File: src/rtl/acc_core_pkg.sv
// Shared definitions for the accumulator core: sequencer state encoding,
// default address width, halt opcode and the no-op instruction word.
package acc_core_pkg;

  typedef enum logic [2:0] {
    StIdle   = 3'd0,
    StFetch  = 3'd1,
    StDecode = 3'd2,
    StExec   = 3'd3,
    StWb     = 3'd4,
    StHalt   = 3'd5
  } seq_state_e;

  localparam int unsigned PcWidth    = 16;
  localparam logic [3:0]  HaltOpcode = 4'hF;
  localparam logic [15:0] NopWord    = 16'h0000;

endpackage

File: src/rtl/ir_nop_detect.sv
// Flags an instruction word as a no-op; shared with the hazard/debug logic.
module ir_nop_detect
  import acc_core_pkg::*;
(
  input  logic [15:0] ir,
  output logic        is_nop
);

  assign is_nop = (ir == NopWord);

endmodule

File: src/rtl/instr_sequencer.sv
// Fetch/decode/execute controller owning PC, IR, halt and write-back strobing.
// Optional retired-instruction counter enabled by defining SEQ_RETIRE_CNT_EN.
module instr_sequencer
  import acc_core_pkg::*;
#(
  parameter int unsigned PC_W    = PcWidth,
  parameter logic [3:0]  HALT_OP = HaltOpcode
) (
  input  logic            clk,
  input  logic            rst,
  input  logic            start,
  output logic            mem_req,
  output logic [PC_W-1:0] mem_addr,
  input  logic            mem_ack,
  input  logic [15:0]     mem_rdata,
  output logic [15:0]     ir,
  output logic            exec_start,
  input  logic            exec_done,
  input  logic            exec_wb,
  input  logic            branch_taken,
  input  logic [PC_W-1:0] branch_target,
  output logic            reg_we,
  output logic            busy,
  output logic            halted,
  output logic [15:0]     retired_cnt
);

  seq_state_e      state_q;
  logic [PC_W-1:0] pc_q;
  logic [PC_W-1:0] pc_inc;
  logic [15:0]     ir_q;
  logic            exec_start_q;
  logic            reg_we_q;
  logic            br_taken_q;
  logic [PC_W-1:0] br_target_q;
  logic            is_nop;
  logic            is_halt;

  ir_nop_detect u_nop_detect (
    .ir     (ir_q),
    .is_nop (is_nop)
  );

  assign is_halt = (ir_q[15:12] == HALT_OP);
  assign pc_inc  = pc_q + PC_W'(1);

  always_ff @(posedge clk) begin
    if (rst) begin
      state_q      <= StIdle;
      pc_q         <= '0;
      ir_q         <= NopWord;
      exec_start_q <= 1'b0;
      reg_we_q     <= 1'b0;
      br_taken_q   <= 1'b0;
      br_target_q  <= '0;
    end else begin
      // Strobes are single-cycle unless re-armed by a transition below.
      exec_start_q <= 1'b0;
      reg_we_q     <= 1'b0;
      unique case (state_q)
        StIdle: begin
          if (start) state_q <= StFetch;
        end
        StFetch: begin
          if (mem_ack) begin
            ir_q    <= mem_rdata;
            state_q <= StDecode;
          end
        end
        StDecode: begin
          if (is_nop) begin
            pc_q    <= pc_inc;
            state_q <= StFetch;
          end else if (is_halt) begin
            state_q <= StHalt;
          end else begin
            exec_start_q <= 1'b1;
            state_q      <= StExec;
          end
        end
        StExec: begin
          if (exec_done) begin
            reg_we_q    <= exec_wb;
            br_taken_q  <= branch_taken;
            br_target_q <= branch_target;
            state_q     <= StWb;
          end
        end
        StWb: begin
          pc_q    <= br_taken_q ? br_target_q : pc_inc;
          state_q <= StFetch;
        end
        StHalt: begin
          state_q <= StHalt;
        end
        default: begin
          state_q <= StIdle;
        end
      endcase
    end
  end

  assign mem_req    = (state_q == StFetch);
  assign mem_addr   = pc_q;
  assign ir         = ir_q;
  assign exec_start = exec_start_q;
  assign reg_we     = reg_we_q;
  assign busy       = (state_q != StIdle) && (state_q != StHalt);
  assign halted     = (state_q == StHalt);

`ifdef SEQ_RETIRE_CNT_EN
  logic        retire;
  logic [15:0] retired_q;

  assign retire = ((state_q == StDecode) && (is_nop || is_halt)) || (state_q == StWb);

  always_ff @(posedge clk) begin
    if (rst) begin
      retired_q <= 16'h0000;
    end else if (retire) begin
      retired_q <= retired_q + 16'd1;
    end
  end

  assign retired_cnt = retired_q;
`else
  assign retired_cnt = 16'h0000;
`endif

endmodule

File: config.mk
export PLATFORM = sky130hd
export DESIGN_NAME = instr_sequencer
export DESIGN_NICKNAME = d
export VERILOG_FILES = /design/src/rtl/acc_core_pkg.sv /design/src/rtl/ir_nop_detect.sv /design/src/rtl/instr_sequencer.sv
export SDC_FILE = /design/constraint.sdc
export NUM_CORES = 1
export LEC_CHECK = 0
export BUFFER_PORTS_ARGS = -buffer_cell sky130_fd_sc_hd__buf_2
export CORE_ASPECT_RATIO = 1.5
export CORE_UTILIZATION = 49
export DETAILED_ROUTE_END_ITERATION = 16
export GPL_ROUTABILITY_DRIVEN = 0
export HOLD_SLACK_MARGIN = 0.08
export PLACE_DENSITY = 0.81
export SLEW_MARGIN = 20
export SYNTH_ARGS = -nofsm -noshare
export SYNTH_HDL_FRONTEND = slang
export SYNTH_SLANG_ARGS = --single-unit
export TNS_END_PERCENT = 10
File: constraint.sdc
create_clock -name clk -period 2 [get_ports clk]
set_input_delay 0.4 -clock clk [delete_from_list [all_inputs] [get_ports clk]]
set_output_delay 0.4 -clock clk [all_outputs]
set_load 0.005 [all_outputs]
==> results.yml, run 1 <==
worst_setup_path:
  cp_num_buf_inv: 1
  path_class: "reg -> out"
  slowest_delay_ps: 470
  crit_path_end_kind: "primary output"
  critPathTopFamily: "simple AND/OR/NAND/NOR gates"
  path_max_fanout: 7
  cpMaxStageDelayCell: "dfxtp_1"
  critPathArrivalTime_ps: 1520
  start_kind: "register"
  worstPathCellList: "and2b_1, or3_1, buf_2"
  required_ps: 1600
pwr:
  ir_worst_vdd_uv: 552
  total_power_uw: 2050
  power_density_nw_per_um2: 666
  leakagePower_uw: 0.00121
synth:
  syn_inst: 344
  synth-seq-cells: 54
  synth.yosys.seq_area_share_pct: 42.5
  yosys_warnings: 0
  netlist-cell-type-count: 36
  syn_area_per_cell_um2: 7.40
  syn_area_um2: 2540
final_layout:
  drive_gt1_share_pct: 22.7
  area_delta_synth_final_pct: 20.9
  diodes: 0
  final_cell_mix: "nand2_1, buf_2, a21oi_1"
  final_nets: 454
  final_common_cell: "nand2_1"
placement:
  io_buffers: 75
  dp.final_hpwl_um: 4440
  pre_cts_slack_ps: 75.1
clocking:
  clk_latency_ps: 300
  cts_sinks: 54
  root_buffer: "clkbuf_8"
  htree_num_levels: 2
  clock_path_buffers: 2
  postCtsHoldBufs: 0
  cts.clk_slew.worst_paths_ps: 90
  numCtsBuffers: 5
  cts_tree: "built"
timing:
  period_share_pct: 96.0
  max_freq_mhz: 521
  hold_slack_ps: 319
  hold_viol: 0
  clock_skew_ps: 8.10
  fin_tns_setup_ps: 0
  final_max_slew_viol_count: 0
  layout_setup_ws_ps: 80.4
  layout_min_cycle_time_ps: 1920
  setup_viol: 0
detailed_routing:
  drt_iter0_drc: 165
  antenna_left: 0
  wl_per_cell_um: 12.6
  num_vias: 2547
  vias_per_cell: 5.30
  drtPass1Iterations: 4
  drc: 0
  drt-total-wl_um: 6050
floorplanning:
  rows: 31
  die_y_um: 90.3
  io_pins: 92
  core_area_um2: 4930
  start_util_pct: 51.7
  die_area_um2: 5490
  dieWidth_um: 60.8
global_routing:
  grt_pass1_vias: 2392
  grt_max_degree: 39
  gr-total-overflow: 0
  grt_usage_pct: 23.2
  grt_pass1_wl_um: 9960
  antenna_found_initial: 0
status:
  status: "finished, final reports clean"
min_path:
  min_path_type: "in -> reg"
flow_run:
  cap_violations: 0
-- per-stage QoR --
step | utilization, % | area [um2] | cells
2_1_floorplan | - | 2600 | 359
3_3_place_gp | 60.1 | 2960 | 473
3_5_place_dp | 60.1 | 2960 | 473
4_1_cts | 62.3 | 3070 | 481
5_1_grt | 62.5 | 3080 | 481
6_report | 62.5 | 3080 | 481
-- report_power, final --
group / leakage [uW] / total [uW] / switching, uW / internal (uW)
combinational: 0.000724 / 206 / 114 / 92.4
sequential: 0.000437 / 1130 / 28.6 / 1100
clock: 0.0000524 / 714 / 339 / 375
-- synth_stat cells --
cell type / number / area [um2]
dfxtp_1: 54 / 1080
nor4bb_1: 1 / 10.0
o31a_1: 2 / 17.5
nand2_1: 99 / 372
nor4_1: 4 / 25.0
a22oi_1: 1 / 7.51
o32ai_1: 3 / 26.3
a31oi_1: 3 / 18.8
o21bai_1: 1 / 7.51
nand4_1: 5 / 31.3
and3_1: 3 / 18.8
a21o_1: 4 / 30.0
inv_1: 3 / 11.3
a311oi_1: 2 / 17.5
buf_2: 7 / 35.0
o21ba_2: 1 / 10.0
nand2b_1: 4 / 25.0
and2b_1: 2 / 15.0
nor2_1: 16 / 60.1
ha_1: 1 / 12.5
a221oi_1: 1 / 8.76
and2_1: 2 / 12.5
a21oi_1: 54 / 270
nor3b_1: 2 / 15.0
o21ai_0: 14 / 70.1
o41ai_1: 3 / 26.3
conb_1: 1 / 3.75
mux2i_1: 1 / 10.0
o21a_1: 1 / 7.51
clkbuf_1: 13 / 48.8
nand3_1: 10 / 50.1
buf_4: 16 / 120
or3_1: 3 / 18.8
nor3_1: 2 / 10.0
and4_1: 3 / 26.3
o31ai_1: 2 / 15.0
-- final timing paths --
check,slack (ps),cells after the start,to,start
max,80,3,busy,state_q[2]
min,320,3,br_target_q[9],branch_target[9]
max reg2reg,120,5,mem_addr[3],ir[12]
min reg2reg,460,2,br_target_q[5],br_target_q[5]
-- routing by layer --
metal / global-route usage, % / part of all wire, %
met3: 5.16 / 5.4
met4: 6.63 / 1.4
met5: 0 / 0
met1: 25.3 / 40
met2: 42.5 / 53
-- timing repair --
| item | 4_1_cts | 5_1_grt |
|---|---|---|
| gates resized for setup | 0 | 2 |
| setup endpoints to repair | 0 | 2 |
| setup buffers | 0 | 0 |
-- cells by family (layout without fill, tap and decap cells) --
group           Yosys count  after routing  share of synthesized area [%]
simple gates            156            156                           27.1
compound gates           92             92                           20.9
flops                    54             54                           42.5
buf+inv                  39             95                           8.46
fa+ha+maj                 1              1                          0.492
other cells               1             16                          0.147
mux                       1              1                          0.393
-- worst min-delay path, stage by stage --
cell	delay [ps]
buf_2	90
nand2_1	40
a21oi_1	50
-- state kept, by name, summed over array words and instances, names as in the netlist --
name and cells:
br_target_q 16, ir 16, mem_addr 16, state_q 3, br_taken_q 1, exec_start 1
reg_we 1
-- cell type report --
class                           count  area [um2]
Timing Repair Buffer               84         468
Fill cell                         484        1850
Clock buffer                        7        76.3
Clock inverter                      1        30.0
Multi-Input combinational cell    266        1330
Sequential cell                    54        1080
Inverter                            3        11.3
Tap cell                           66        82.6
(Power assumes the default switching activity.)
==> run 2, diff against run 1 <==
--- a/config.mk
+++ b/config.mk
@@ -5,7 +5,7 @@
 export SDC_FILE = /design/constraint.sdc
 export NUM_CORES = 1
 export LEC_CHECK = 0
-export BUFFER_PORTS_ARGS = -buffer_cell sky130_fd_sc_hd__buf_2
+export BUFFER_PORTS_ARGS = -buffer_cell sky130_fd_sc_hd__buf_4
 export CORE_ASPECT_RATIO = 1.5
 export CORE_UTILIZATION = 49
 export DETAILED_ROUTE_END_ITERATION = 16
==> run 2 against run 1 <==
Sequential share of layout area fell by 1.6 points; worst setup slack better by 12 ps; routed wire length hardly changed; largest power group unchanged.
==> results.yml, run 2 (same netlist as run 1, synthesis figures left out) <==
status:
  status: "finished, final reports clean"
pwr:
  power.internal_uw: 1460
  p_clk_share_pct: 29.8
  power_switching_uw: 480
  combPwrFrac_pct: 12.1
  power_density_nw_per_um2: 603
  leakagePower_uw: 0.00122
  seq_power_share_pct: 58.1
  ir_worst_vdd_uv: 449
  sw_frac_of_total_pct: 24.7
final_layout:
  diodes: 0
  area_delta_synth_final_pct: 26.6
  final_nets: 453
  layout.cells.non_filler: 479
  final_cell_mix: "nand2_1, buf_4, a21oi_1, dfxtp_1"
  fin_area_um2: 3220
  drive_gt1_share_pct: 22.5
  final_common_cell: "nand2_1"
  fillerInstances: 459
  finalCoreUtilization_pct: 65.4
floorplanning:
  start_util_pct: 51.7
  dieWidth_um: 60.8
  core_area_um2: 4930
  die_y_um: 90.3
  rows: 31
  io_pins: 92
  die_area_um2: 5490
timing:
  clock_skew_ps: 13.0
  period_share_pct: 95.4
  slew_headroom_pct: 66.1
  hold_viol: 0
  fin_tns_setup_ps: 0
  grt_setup_unrepaired: "false"
  hold_slack_ps: 332
  max_freq_mhz: 524
  setup_viol: 0
  final_max_slew_viol_count: 0
  tightest_slew_ps: 508
  layout_min_cycle_time_ps: 1910
clocking:
  htree_num_levels: 2
  postCtsHoldBufs: 0
  cts_sinks: 54
  post_cts_buffers: 0
  cts_resized: 0
  cts_tree: "built"
  clk_latency_ps: 300
  numCtsBuffers: 5
  clock_path_buffers: 2
  cts.clk_slew.worst_paths_ps: 100
  root_buffer: "clkbuf_8"
worst_setup_path:
  required_ps: 1600
  slowest_delay_ps: 450
  path_max_fanout: 7
  start_kind: "register"
  critPathTopFamily: "simple AND/OR/NAND/NOR gates"
  cpMaxStageDelayCell: "dfxtp_1"
  critPathArrivalTime_ps: 1510
  worstPathCellList: "and2b_1, or3_1, buf_4"
  cp_num_buf_inv: 1
  path_class: "reg -> out"
  crit_path_end_kind: "primary output"
detailed_routing:
  antenna_left: 0
  wl_per_cell_um: 12.6
  drc: 0
  drt-total-wl_um: 6050
  drtPass1Iterations: 4
  vias_per_cell: 5.30
  num_vias: 2541
  drt_iter0_drc: 140
placement:
  dpl-instance-area_um2: 3130
  place_inst: 472
  io_buffers: 75
  dp.final_hpwl_um: 4400
flow_run:
  cap_violations: 0
global_routing:
  grtUsageMet1_pct: 24.9
  busiest_layer: "met2"
  grt_max_degree: 47
  grt_pass1_wl_um: 9900
  gr-total-overflow: 0
  use_met3_pct: 5.59
  antenna_found_initial: 0
  grt_usage_pct: 23.1
  use_met2_pct: 42.3
  grt_pass1_vias: 2358
min_path:
  min_path_type: "in -> reg"
run 2: path summary, 6_finish.rpt:
check                   start             end  slack, ps  depth (start not counted)
min          branch_target[6]  br_target_q[6]        330                          3
max reg2reg             ir[0]     mem_addr[3]        140                          5
min reg2reg    br_target_q[7]  br_target_q[7]        460                          2
max                state_q[2]            busy         90                          3
run 2: power groups by stage:
stage          registers (uW)  logic (uW)  clock network (uW)
4_1_cts                  1130         235                 594
3_3_place_gp             1150         230                   0
2_1_floorplan            1140         139                   0
5_1_grt                  1130         263                 624
6_report                 1130         236                 579
3_5_place_dp             1150         234                   0
run 2: stage by stage:
stage / power [uW] / setup slack [ps]
4_1_cts: 1960 / 68.5
5_1_grt: 2020 / 13.0
6_report: 1940 / 92.9
2_1_floorplan: 1280 / 386
3_5_place_dp: 1390 / 90.0
3_3_place_gp: 1380 / 144
run 2: layout make-up:
| cell class | count | area (um2) | area share, % |
|---|---|---|---|
| inverter | 3 | 11.3 | 0.349 |
| clock inverter | 1 | 7.51 | 0.233 |
| clock buffer | 6 | 72.6 | 2.25 |
| multi-input combinational | 266 | 1330 | 41.3 |
| tap | 66 | 82.6 | 2.56 |
| timing repair buffer | 83 | 636 | 19.7 |
| sequential | 54 | 1080 | 33.5 |
run 2: layer usage:
layer	vias up	part of all wire, %
met2	73	54
met5	-	0
met3	4	5.0
li1	1290	-
met4	0	0.98
met1	1174	40
run 2: tightest hold or removal path, stage by stage:
cell,delay [ps]
buf_4,110
nand2_1,40
a21oi_1,50
==> run 3, diff against run 2 <==
--- a/config.mk
+++ b/config.mk
@@ -8,10 +8,12 @@
 export BUFFER_PORTS_ARGS = -buffer_cell sky130_fd_sc_hd__buf_4
 export CORE_ASPECT_RATIO = 1.5
 export CORE_UTILIZATION = 49
+export CTS_CLUSTER_DIAMETER = 120
 export DETAILED_ROUTE_END_ITERATION = 16
 export GPL_ROUTABILITY_DRIVEN = 0
 export HOLD_SLACK_MARGIN = 0.08
-export PLACE_DENSITY = 0.81
+export PLACE_DENSITY = 0.76
+export REMOVE_ABC_BUFFERS = 1
 export SLEW_MARGIN = 20
 export SYNTH_ARGS = -nofsm -noshare
 export SYNTH_HDL_FRONTEND = slang
==> run 3 against run 2 <==
Sequential share of layout area is 0.25 points higher; sequential power hardly changed; critical path depth stayed put; global-route usage is 0.16 points lower; critical path type unchanged; hold slack better by 7.2 ps; highest routed layer unchanged; largest cell class unchanged.
==> results.yml, run 3 (same netlist as run 1, synthesis figures left out) <==
worst_setup_path:
  r2r_end: "mem_addr[3]"
  setup.worst_path.start: "state_q[0]"
  crit_path_end_kind: "primary output"
  slowest_delay_ps: 420
  path_max_fanout: 10
  r2r_cells: 5
  cpMaxStageDelayCell: "dfxtp_1"
  required_ps: 1600
  reg2reg_slack_ps: 150
  worstPathCellList: "and2b_1, or3_1, buf_4"
  cp-endpoint: "busy"
  critPathArrivalTime_ps: 1470
  reg2reg_from: "ir[4]"
  start_kind: "register"
  path_class: "reg -> out"
timing:
  max_freq_mhz: 535
  tightest_slew_ps: 595
  period_share_pct: 93.5
  hold_slack_ps: 339
  final_max_slew_viol_count: 0
  layout_min_cycle_time_ps: 1870
  clock_skew_ps: 5.40
  setup_viol: 0
  layout_setup_ws_ps: 130
  slew_headroom_pct: 60.4
  grt_setup_unrepaired: "false"
  hold_viol: 0
flow_run:
  cap_violations: 0
floorplanning:
  io_pins: 92
  die_y_um: 90.3
  dieWidth_um: 60.8
  core_area_um2: 4930
  die_area_um2: 5490
  start_util_pct: 51.7
  rows: 31
detailed_routing:
  wl_per_cell_um: 12.7
  antenna_left: 0
  drt_iter0_drc: 185
  drc: 0
  top_layer: "met4"
  drtPass1Iterations: 5
  drt-total-wl_um: 6110
  vias_per_cell: 5.25
  num_vias: 2519
  wl_met2_um: 3300
  wl_met1_um: 2450
  met3_wirelength_um: 334
clocking:
  numCtsBuffers: 5
  cts_sinks: 54
  root_buffer: "clkbuf_8"
  cts_tree: "built"
  cts.clk_slew.worst_paths_ps: 90
  htree_num_levels: 2
  clk_latency_ps: 300
  clock_path_buffers: 2
pwr:
  leakagePower_uw: 0.00122
  power_density_nw_per_um2: 603
  ir_worst_vdd_uv: 526
global_routing:
  antenna_found_initial: 0
  grt_max_degree: 58
  grt_pass1_vias: 2278
  grt_usage_pct: 22.9
  gr-total-overflow: 0
  grt_pass1_wl_um: 9750
placement:
  place_inst: 473
  io_buffers: 75
  pre_cts_slack_ps: 186
  dp.final_hpwl_um: 4390
status:
  status: "finished, final reports clean"
min_path:
  min_path_type: "in -> reg"
final_layout:
  area_delta_synth_final_pct: 25.9
  final_cell_mix: "nand2_1, buf_4, a21oi_1"
  layout.cells.non_filler: 480
  drive_gt1_share_pct: 22.2
  diodes: 0
  final_nets: 454
  final_common_cell: "nand2_1"
  fillerInstances: 485
## run 3: how the worst min path moves through the flow
stage / start / to / slack (ps) / cells past startpoint
after floorplan: br_target_q[0] / br_target_q[0] / 430 / 2
after global placement: br_target_q[0] / br_target_q[0] / 440 / 2
after detailed placement: br_target_q[0] / br_target_q[0] / 450 / 2
after CTS: branch_target[7] / br_target_q[7] / 330 / 3
after global routing: branch_target[11] / br_target_q[11] / 320 / 3
final: branch_target[7] / br_target_q[7] / 340 / 3
## run 3: routing by layer
layer | vias to the layer above | global-route usage (%)
met5 | - | 0
met4 | 0 | 7.20
met3 | 2 | 6.45
met2 | 74 | 40.8
met1 | 1156 | 25.0
li1 | 1287 | -
## run 3: per-stage QoR
step | utilization (%) | area (um2) | total power, uW | setup TNS (ps)
after floorplan | - | 2400 | 1240 | -25160
after global placement | 63.4 | 3130 | 1380 | 0
after detailed placement | 63.4 | 3130 | 1390 | 0
after CTS | 65.0 | 3200 | 1950 | 0
after global routing | 65.0 | 3200 | 2030 | 0
final | 65.0 | 3200 | 1930 | 0
## run 3: final cells by class
cell class | count | area, um2 | share of cell area [%]
timing repair buffer | 84 | 631 | 19.7
multi-input combinational | 266 | 1320 | 41.2
sequential | 54 | 1080 | 33.8
clock buffer | 7 | 76.3 | 2.38
inverter | 3 | 11.3 | 0.352
tap | 66 | 82.6 | 2.58
## run 3: critical path: cells and delay by family (launching register included)
kind	cells	cell delay, ps
flops	1	420
buf+inv	1	140
simple gates	2	610
## run 3: report_power, final
part / total [uW] / internal [uW] / switching, uW
Combinational: 231 / 119 / 112
Sequential: 1130 / 1100 / 30.7
Clock: 570 / 242 / 328
## run 3: timing repair
action | in CTS | in global routing
gates resized for setup | 0 | 1
buffers inserted | 0 | 0
endpoints found under the setup margin | 0 | 1
hold buffers | 0 | 0
hold endpoints to repair | 0 | 0
